### config.mk
export PLATFORM = sky130hd
export DESIGN_NAME = led_status_ctrl
export DESIGN_NICKNAME = d
export VERILOG_FILES = /design/src/rtl/led_status_ctrl.sv
export SDC_FILE = /design/constraint.sdc
export NUM_CORES = 1
export LEC_CHECK = 0
export ABC_AREA = 1
export BUFFER_PORTS_ARGS = -buffer_cell sky130_fd_sc_hd__buf_2
export CAP_MARGIN = 10
export CELL_PAD_IN_SITES_DETAIL_PLACEMENT = 1
export CELL_PAD_IN_SITES_GLOBAL_PLACEMENT = 1
export CORE_ASPECT_RATIO = 1.5
export CORE_MARGIN = 3
export CORE_UTILIZATION = 46
export DETAILED_ROUTE_END_ITERATION = 12
export HOLD_SLACK_MARGIN = 0.15
export PLACE_DENSITY = 0.81
export SETUP_SLACK_MARGIN = 0.3
export SLEW_MARGIN = 0
export SYNTH_ARGS = -nofsm -noshare
export SYNTH_HDL_FRONTEND = slang
export SYNTH_SLANG_ARGS = --single-unit
export TNS_END_PERCENT = 1
### constraint.sdc
create_clock -name clk50m -period 5 [get_ports clk50m]
set_input_delay 1 -clock clk50m [delete_from_list [all_inputs] [get_ports clk50m]]
set_output_delay 1 -clock clk50m [all_outputs]
set_load 0.02 [all_outputs]
### src/rtl/led_status_ctrl.sv
// -----------------------------------------------------------------------------
// led_status_ctrl
//
// Purpose
//   Drives NUM_LEDS status LEDs from asynchronous status inputs. Each channel
//   synchronises its input, then lights its LED in one of four modes: static,
//   blink, pulse-stretch or heartbeat. One prescaler, one blink counter and one
//   heartbeat counter are shared by all channels. Each channel has its own
//   stretch counter.
//
// Ports
//   clk50m       in   1         single clock, rising edge
//   reset_rtl_0  in   1         asynchronous, active-high reset
//   status_in    in   NUM_LEDS  per-channel status, asynchronous to clk50m
//   mode         in   2*NUM_LEDS channel i mode = mode[2i+1:2i], synchronous
//                               00 static, 01 blink, 10 stretch, 11 heartbeat
//   led          out  NUM_LEDS  registered LED drive (inverted if ACTIVE_LOW)
// -----------------------------------------------------------------------------
module led_status_ctrl #(
    parameter int NUM_LEDS      = 8,
    parameter int PRESCALE      = 50000,
    parameter int BLINK_TICKS   = 250,
    parameter int STRETCH_TICKS = 100,
    parameter int HB_PERIOD     = 1000,
    parameter int HB_ON         = 100,
    parameter int ACTIVE_LOW    = 0
) (
    input  logic                  clk50m,
    input  logic                  reset_rtl_0,
    input  logic [NUM_LEDS-1:0]   status_in,
    input  logic [2*NUM_LEDS-1:0] mode,
    output logic [NUM_LEDS-1:0]   led
);

    // Counter widths. Ranges of a single value still get one bit so that no
    // zero-width vector is ever declared.
    localparam int PRE_W = (PRESCALE > 1)    ? $clog2(PRESCALE)    : 1;
    localparam int BLK_W = (BLINK_TICKS > 1) ? $clog2(BLINK_TICKS) : 1;
    localparam int HB_W  = (HB_PERIOD > 1)   ? $clog2(HB_PERIOD)   : 1;
    // The stretch counter holds 0..STRETCH_TICKS inclusive.
    localparam int STR_W = $clog2(STRETCH_TICKS + 1);

    localparam logic [PRE_W-1:0]    PRE_MAX     = PRE_W'(PRESCALE - 1);
    localparam logic [BLK_W-1:0]    BLK_MAX     = BLK_W'(BLINK_TICKS - 1);
    localparam logic [HB_W-1:0]     HB_MAX      = HB_W'(HB_PERIOD - 1);
    localparam logic [HB_W-1:0]     HB_ON_V     = HB_W'(HB_ON);
    localparam logic [STR_W-1:0]    STR_LOAD    = STR_W'(STRETCH_TICKS);
    localparam logic [NUM_LEDS-1:0] OFF_PATTERN = {NUM_LEDS{ACTIVE_LOW != 0}};

    // Synchroniser chain: r_sync1/r_sync2 are the 2-flop synchroniser,
    // r_sync3 is the delayed copy used for rising-edge detection.
    logic [NUM_LEDS-1:0] r_sync1;
    logic [NUM_LEDS-1:0] r_sync2;
    logic [NUM_LEDS-1:0] r_sync3;
    logic [NUM_LEDS-1:0] w_rise;

    logic [PRE_W-1:0]    r_pre;
    logic                w_tick;
    logic [BLK_W-1:0]    r_blk_cnt;
    logic                r_blink_phase;
    logic [HB_W-1:0]     r_hb_cnt;
    logic                w_hb_on;
    logic [STR_W-1:0]    r_stretch [NUM_LEDS];
    logic [NUM_LEDS-1:0] w_on;
    logic [NUM_LEDS-1:0] r_led;

    always_ff @(posedge clk50m or posedge reset_rtl_0) begin
        if (reset_rtl_0) begin
            r_sync1 <= '0;
            r_sync2 <= '0;
            r_sync3 <= '0;
        end else begin
            r_sync1 <= status_in;
            r_sync2 <= r_sync1;
            r_sync3 <= r_sync2;
        end
    end

    assign w_rise = r_sync2 & ~r_sync3;

    // Shared prescaler: tick is high for the single cycle at the top count.
    always_ff @(posedge clk50m or posedge reset_rtl_0) begin
        if (reset_rtl_0) begin
            r_pre <= '0;
        end else if (r_pre == PRE_MAX) begin
            r_pre <= '0;
        end else begin
            r_pre <= r_pre + 1'b1;
        end
    end

    assign w_tick = (r_pre == PRE_MAX);

    // Shared blink counter: the phase flips every BLINK_TICKS ticks.
    always_ff @(posedge clk50m or posedge reset_rtl_0) begin
        if (reset_rtl_0) begin
            r_blk_cnt     <= '0;
            r_blink_phase <= 1'b0;
        end else if (w_tick) begin
            if (r_blk_cnt == BLK_MAX) begin
                r_blk_cnt     <= '0;
                r_blink_phase <= ~r_blink_phase;
            end else begin
                r_blk_cnt <= r_blk_cnt + 1'b1;
            end
        end
    end

    // Shared heartbeat counter.
    always_ff @(posedge clk50m or posedge reset_rtl_0) begin
        if (reset_rtl_0) begin
            r_hb_cnt <= '0;
        end else if (w_tick) begin
            if (r_hb_cnt == HB_MAX) begin
                r_hb_cnt <= '0;
            end else begin
                r_hb_cnt <= r_hb_cnt + 1'b1;
            end
        end
    end

    assign w_hb_on = (r_hb_cnt < HB_ON_V);

    // Per-channel stretch counters run in every mode so that switching into
    // stretch mode shows any pulse already in flight. A rising edge reloads
    // the full length and wins over a decrement on the same cycle.
    always_ff @(posedge clk50m or posedge reset_rtl_0) begin
        if (reset_rtl_0) begin
            for (int i = 0; i < NUM_LEDS; i++) begin
                r_stretch[i] <= '0;
            end
        end else begin
            for (int i = 0; i < NUM_LEDS; i++) begin
                if (w_rise[i]) begin
                    r_stretch[i] <= STR_LOAD;
                end else if (w_tick && (r_stretch[i] != '0)) begin
                    r_stretch[i] <= r_stretch[i] - 1'b1;
                end
            end
        end
    end

    always_comb begin
        w_on = '0;
        for (int i = 0; i < NUM_LEDS; i++) begin
            case (mode[2*i +: 2])
                2'b00:   w_on[i] = r_sync2[i];
                2'b01:   w_on[i] = r_sync2[i] & r_blink_phase;
                2'b10:   w_on[i] = (r_stretch[i] != '0);
                default: w_on[i] = w_hb_on;
            endcase
        end
    end

    always_ff @(posedge clk50m or posedge reset_rtl_0) begin
        if (reset_rtl_0) begin
            r_led <= OFF_PATTERN;
        end else begin
            r_led <= w_on ^ OFF_PATTERN;
        end
    end

    assign led = r_led;

endmodule

==> impl_metrics.json, run 1 <==
{
  "clk_latency_ps": 420,
  "synth_seq_area_share": 0.451,
  "status": "finished clean",
  "crit_family": "simple AND/OR/NAND/NOR gates",
  "grt_max_degree": 45,
  "drt-total-wl_um": 18400,
  "first_pass_iters": 4,
  "cts.clk_slew.worst_paths_ps": 60,
  "cp.arrival_ps": 2620,
  "p_leak_nw": 4.14,
  "coreArea_um2": 14300,
  "fin_nets": 975,
  "cts_tree": "done",
  "areaGrowthSynthToFinish_pct": 14.5,
  "p_total_w": 0.00280,
  "syn_area_um2": 6830,
  "antenna_found_initial": 0,
  "synth_top_cell_by_area": "dfrtp_1",
  "synth_seq_cells": 123,
  "n_antenna_cell": 0,
  "crit_chain": "ha_1, nand2_2, nor2_8, nand3_1, nor2_2, buf_4, inv_2, nand2_1, o21ai_0",
  "worst_path_largest_cell_delay_ps": 610,
  "place_area_um2": 7220,
  "drt_iter0_markers": 214,
  "synth_flop_cell": "dfrtp_1",
  "place_congestion": 0.860,
  "tns_ps": 0,
  "cp.required_ps": 5290,
  "synthTopCellsByArea": "dfrtp_1 (45%), nand2_1 (13%), nand3_1 (8.3%)",
  "rsz0062_at_grt": "false",
  "worst_setup_path_start_kind": "flop",
  "postLayoutCellArea_um2": 7820,
  "rows": 53,
  "pwr-share-seq": 0.415,
  "synthCells": 885,
  "first_global_vias": 6584,
  "clockRootBuffer": "clkbuf_16",
  "max_freq_mhz": 429,
  "wl_per_cell_um": 16.3,
  "yosys-top-cells-count": "nand2_1 (239), dfrtp_1 (123), inv_1 (121)",
  "die_w_um": 105,
  "swShare": 0.267,
  "p_clk_frac": 0.452,
  "peakVddDrop_uv": 225,
  "finalHoldViolCount": 0,
  "overflow": 0,
  "pwr-share-comb": 0.132,
  "slowest_stage": "nor2_2",
  "power_density_nw_per_um2": 358,
  "fin_crit_ps": 2330,
  "yosysMostFrequentCell": "nand2_1",
  "yosys.cell_types.count": 28,
  "crit_buf_inv": 2,
  "synth_top_area_frac": 0.451,
  "hold_path.class": "flop to flop",
  "synthArstFlopShare": 1.00,
  "netSwitchingPower_w": 0.000748,
  "p_int_w": 0.00205,
  "synth-edff-count": 0,
  "end_kind": "flop",
  "syn-num-nets": 931,
  "critical_path_class": "flop to flop",
  "worst_slew_pin_slew_ps": 909,
  "io_buffers": 33,
  "start_util": 0.479,
  "die_y_um": 155,
  "io_pins": 34,
  "dr_total_vias": 6051,
  "synth.avg_cell_area_um2": 7.72,
  "htreeDepth": 4,
  "die_area_um2": 16400,
  "cp_max_fo": 18,
  "ant_nets": 0,
  "skew_ps": 8.93,
  "yosys_warnings": 0,
  "finalMaxSlewViolations": 0,
  "cts.sinks": 123,
  "max-slew-margin-rel": 0.389,
  "drive_gt1_frac": 0.109,
  "cts_hold_buf": 0,
  "period_share": 0.466,
  "grt_first_pass_wirelength_um": 31300,
  "place_hpwl_um": 13300,
  "grt_usage": 0.236,
  "cap_viol_max_count": 0,
  "clockBufferDepth": 2,
  "vias_per_cell": 5.34,
  "setup_violations": 0,
  "cts_buffers": 17,
  "drc": 0,
  "cts_resized": 0,
  "cts_setup_buffers": 0
}
==> final timing paths <==
check	from	slack (ps)	cells past startpoint	to
max	r_pre[0]	2670	9	r_blk_cnt[5]
min	r_sync1[0]	350	0	r_sync2[0]
max reg2reg	r_pre[0]	2670	9	r_blk_cnt[5]
min reg2reg	r_sync1[0]	350	0	r_sync2[0]
max in group asynchronous	reset_rtl_0	3350	3	r_stretch[37]
min in group asynchronous	reset_rtl_0	650	2	led[0]
==> area by class of cell <==
cell class                 count  area (µm²)
multi-input combinational    623        3220
clock inverter                 7         113
sequential                   123        3080
clock buffer                  24         492
fill                        1810        6430
timing repair buffer          37         195
inverter                     127         482
tap                          192         240
==> stage by stage <==
stage	worst slack, ps	std cells	util	hold WS, ps
CTS	2640	1133	0.549	352
global route	2430	1133	0.549	357
global placement	2800	1102	0.506	332
floorplan	729	885	-	331
finish	2670	1133	0.549	351
detailed placement	2690	1102	0.506	340
==> registers in the layout, indices dropped and copies added (netlist names) <==
name           flops
r_stretch         56
r_pre             16
r_hb_cnt          10
led                8
r_blk_cnt          8
r_sync1            8
r_sync2            8
r_sync3            8
r_blink_phase      1
==> power groups by stage <==
stage               Combinational [W]  Sequential [W]  Clock [W]
CTS                          0.000376         0.00116    0.00128
global placement             0.000342         0.00117          0
global route                 0.000428         0.00117    0.00133
floorplan                    0.000272         0.00116          0
detailed placement           0.000370         0.00118          0
finish                       0.000370         0.00116    0.00127
==> cells in the final DEF, fill, tap and decap left out, types with 13 or more instances in the layout <==
master     synthesis  final
buf_2              4     33
o21ai_0           22     22
nand4_1           36     36
clkbuf_16          0     17
inv_1            121    120
nand2_1          239    239
ha_1              20     20
dfrtp_1          123    123
nor2_1            96     96
xor2_1            13     13
nand3_1          113    113
==> kinds of logic after synthesis <==
| family | count (synthesis) | share of synthesized area |
|---|---|---|
| xor+xnor | 20 | 0.0256 |
| fa+ha+maj | 20 | 0.0366 |
| buf+inv | 139 | 0.0775 |
| compound gates | 49 | 0.0394 |
| simple gates | 534 | 0.370 |
| flops | 123 | 0.451 |
==> metal layers <==
| metal | part of all wire | vias to the layer above | routed length, µm | track usage |
|---|---|---|---|---|
| li1 | - | 2924 | - | - |
| met1 | 0.39 | 2998 | 7260 | 0.256 |
| met2 | 0.56 | 96 | 10300 | 0.457 |
| met3 | 0.028 | 33 | 511 | 0.0349 |
| met4 | 0.021 | 0 | 388 | 0.0870 |
| met5 | 0 | - | 0 | 0 |
No activity file was read; power rests on OpenSTA's default activity.
==> run 2, diff against run 1 <==
CORE_UTILIZATION = 42   (was 46)
PLACE_DENSITY = 0.78   (was 0.81)
clock period = 2.1 ns   (was 5 ns; I/O delays follow)
==> run 2 against run 1 <==
Compared with the run above: sequential power is 140% higher; count of clock-buffer cells in the layout down 1; flip-flop and latch count unchanged; first-iteration DRC count up 7.9%; setup slack worse by 2300 ps; register-to-register slack got worse by 2300 ps; largest power group unchanged; highest routed layer unchanged.
==> impl_metrics.json, run 2 (same netlist as run 1, synthesis figures left out) <==
{
  "max_freq_mhz": 589,
  "grt_max_degree": 58,
  "cp_max_fo": 27,
  "io_pins": 34,
  "worst_slew_pin_slew_ps": 511,
  "drc": 0,
  "place_congestion": 0.806,
  "cts_tree": "done",
  "htreeDepth": 4,
  "period_share": 0.809,
  "io_buffers": 33,
  "dpl.cell_count": 1117,
  "post-place-ws_ps": 370,
  "fin_crit_ps": 1700,
  "hold_slack_ps": 205,
  "holdPathStages": 2,
  "layout_setup_ws_ps": 401,
  "drt_iter0_markers": 231,
  "start_util": 0.433,
  "top_register": "r_stretch",
  "r2r_cells": 9,
  "num-fill-cells": 1961,
  "largest_register_ffs": 56,
  "dr_total_vias": 5983,
  "worst_setup_path_start_kind": "flop",
  "die_y_um": 162,
  "first_pass_iters": 4,
  "status": "finished clean",
  "cap_viol_max_count": 0,
  "critical_path_class": "flop to flop",
  "cp.arrival_ps": 1990,
  "tns_ps": 0,
  "ant_nets": 0,
  "first_global_vias": 6458,
  "cts.sinks": 123,
  "vias_per_cell": 5.15,
  "peakVddDrop_uv": 457,
  "finalMaxSlewViolations": 0,
  "end_kind": "flop",
  "cts.clk_slew.worst_paths_ps": 50,
  "layout.cells.non_filler": 1161,
  "die_w_um": 110,
  "areaGrowthSynthToFinish_pct": 17.7,
  "largestRegisters": "r_stretch: 56 flops, r_pre: 16 flops, r_hb_cnt: 10 flops",
  "n_antenna_cell": 0,
  "power_density_nw_per_um2": 826,
  "wl_per_cell_um": 15.1,
  "rows": 56,
  "clockRootBuffer": "clkbuf_16",
  "cts_buffers": 17,
  "cp.required_ps": 2390,
  "grt_usage": 0.214,
  "drt-total-wl_um": 17600,
  "clk_latency_ps": 420,
  "most-common-layout-cells": "nand2_1 (239), dfrtp_1 (123), inv_1 (120), nand3_1 (113), nor2_1 (96)",
  "coreArea_um2": 15800,
  "fin_nets": 992,
  "final_common_cell": "nand2_1",
  "hold_path.class": "primary input to flop",
  "antenna_found_initial": 0,
  "setup_violations": 0,
  "place_hpwl_um": 12400,
  "grt_first_pass_wirelength_um": 30100,
  "drive_gt1_frac": 0.117,
  "max-slew-margin-rel": 0.658,
  "p_leak_nw": 4.23,
  "overflow": 0,
  "finalHoldViolCount": 0,
  "skew_ps": 7.24,
  "clockBufferDepth": 2,
  "rsz0062_at_grt": "true",
  "die_area_um2": 17900
}
## run 2: cell count changes in the layout (fill, tap and decap cells not counted), moves of 2 or more
| cell | delta |
|---|---|
| buf_12 | +4 |
| clkinv_2 | +2 |
| buf_4 | +4 |
| dlygate4sd3_1 | +9 |
## run 2: area by class of cell
class,count,area (µm²),share of cell area
timing repair buffer,54,395,0.0492
clock buffer,23,488,0.0607
sequential,123,3080,0.383
inverter,127,483,0.0601
clock inverter,8,115,0.0143
multi-input combinational,623,3230,0.401
tap,203,254,0.0316
## run 2: routing by layer
metal,up-vias,global-route usage,routed length [µm],share of wire
li1,2953,-,-,-
met1,2954,0.234,7140,0.41
met2,53,0.401,9780,0.56
met3,23,0.0370,325,0.018
met4,0,0.0812,331,0.019
met5,-,0,0,0
## run 2: worst paths after layout
check	slack, ps	start	end
min in group asynchronous	580	reset_rtl_0	led[1]
worst min-delay path	200	mode[9]	led[4]
worst min register to register	340	r_sync1[6]	r_sync2[6]
worst max register to register	400	r_pre[0]	r_hb_cnt[3]
max in group asynchronous	890	reset_rtl_0	r_sync1[2]
worst max-delay path	400	r_pre[0]	r_hb_cnt[3]
## run 2: power by group
group,internal (W),total [W],switching (W)
logic,0.000335,0.000884,0.000549
registers,0.00258,0.00276,0.000181
clock network,0.00197,0.00300,0.00103
## run 2: stage by stage
step | area (µm²) | total power [W] | util
4_1_cts | 7990 | 0.00673 | 0.507
5_1_grt | 8040 | 0.00701 | 0.510
3_3_place_gp | 7300 | 0.00363 | 0.463
2_1_floorplan | 6830 | 0.00342 | -
3_5_place_dp | 7300 | 0.00367 | 0.463
6_report | 8040 | 0.00664 | 0.510
## run 2: timing repair
item                                    4_1_cts  5_1_grt
endpoints found under the setup margin        0       54
endpoints found under the hold margin        23        0
gates resized for setup                       0        1
buffers inserted                              0        4
hold buffers                                  9        0
## run 2: worst max-delay path: stages, from the launching register on
cell and delay [ps]:
dfrtp_1 370, ha_1 190, nand2_2 110, nor2_8 130, nand3_1 120, nor2_4 160
buf_12 180, inv_2 130, nand2_1 90, o21ai_0 80
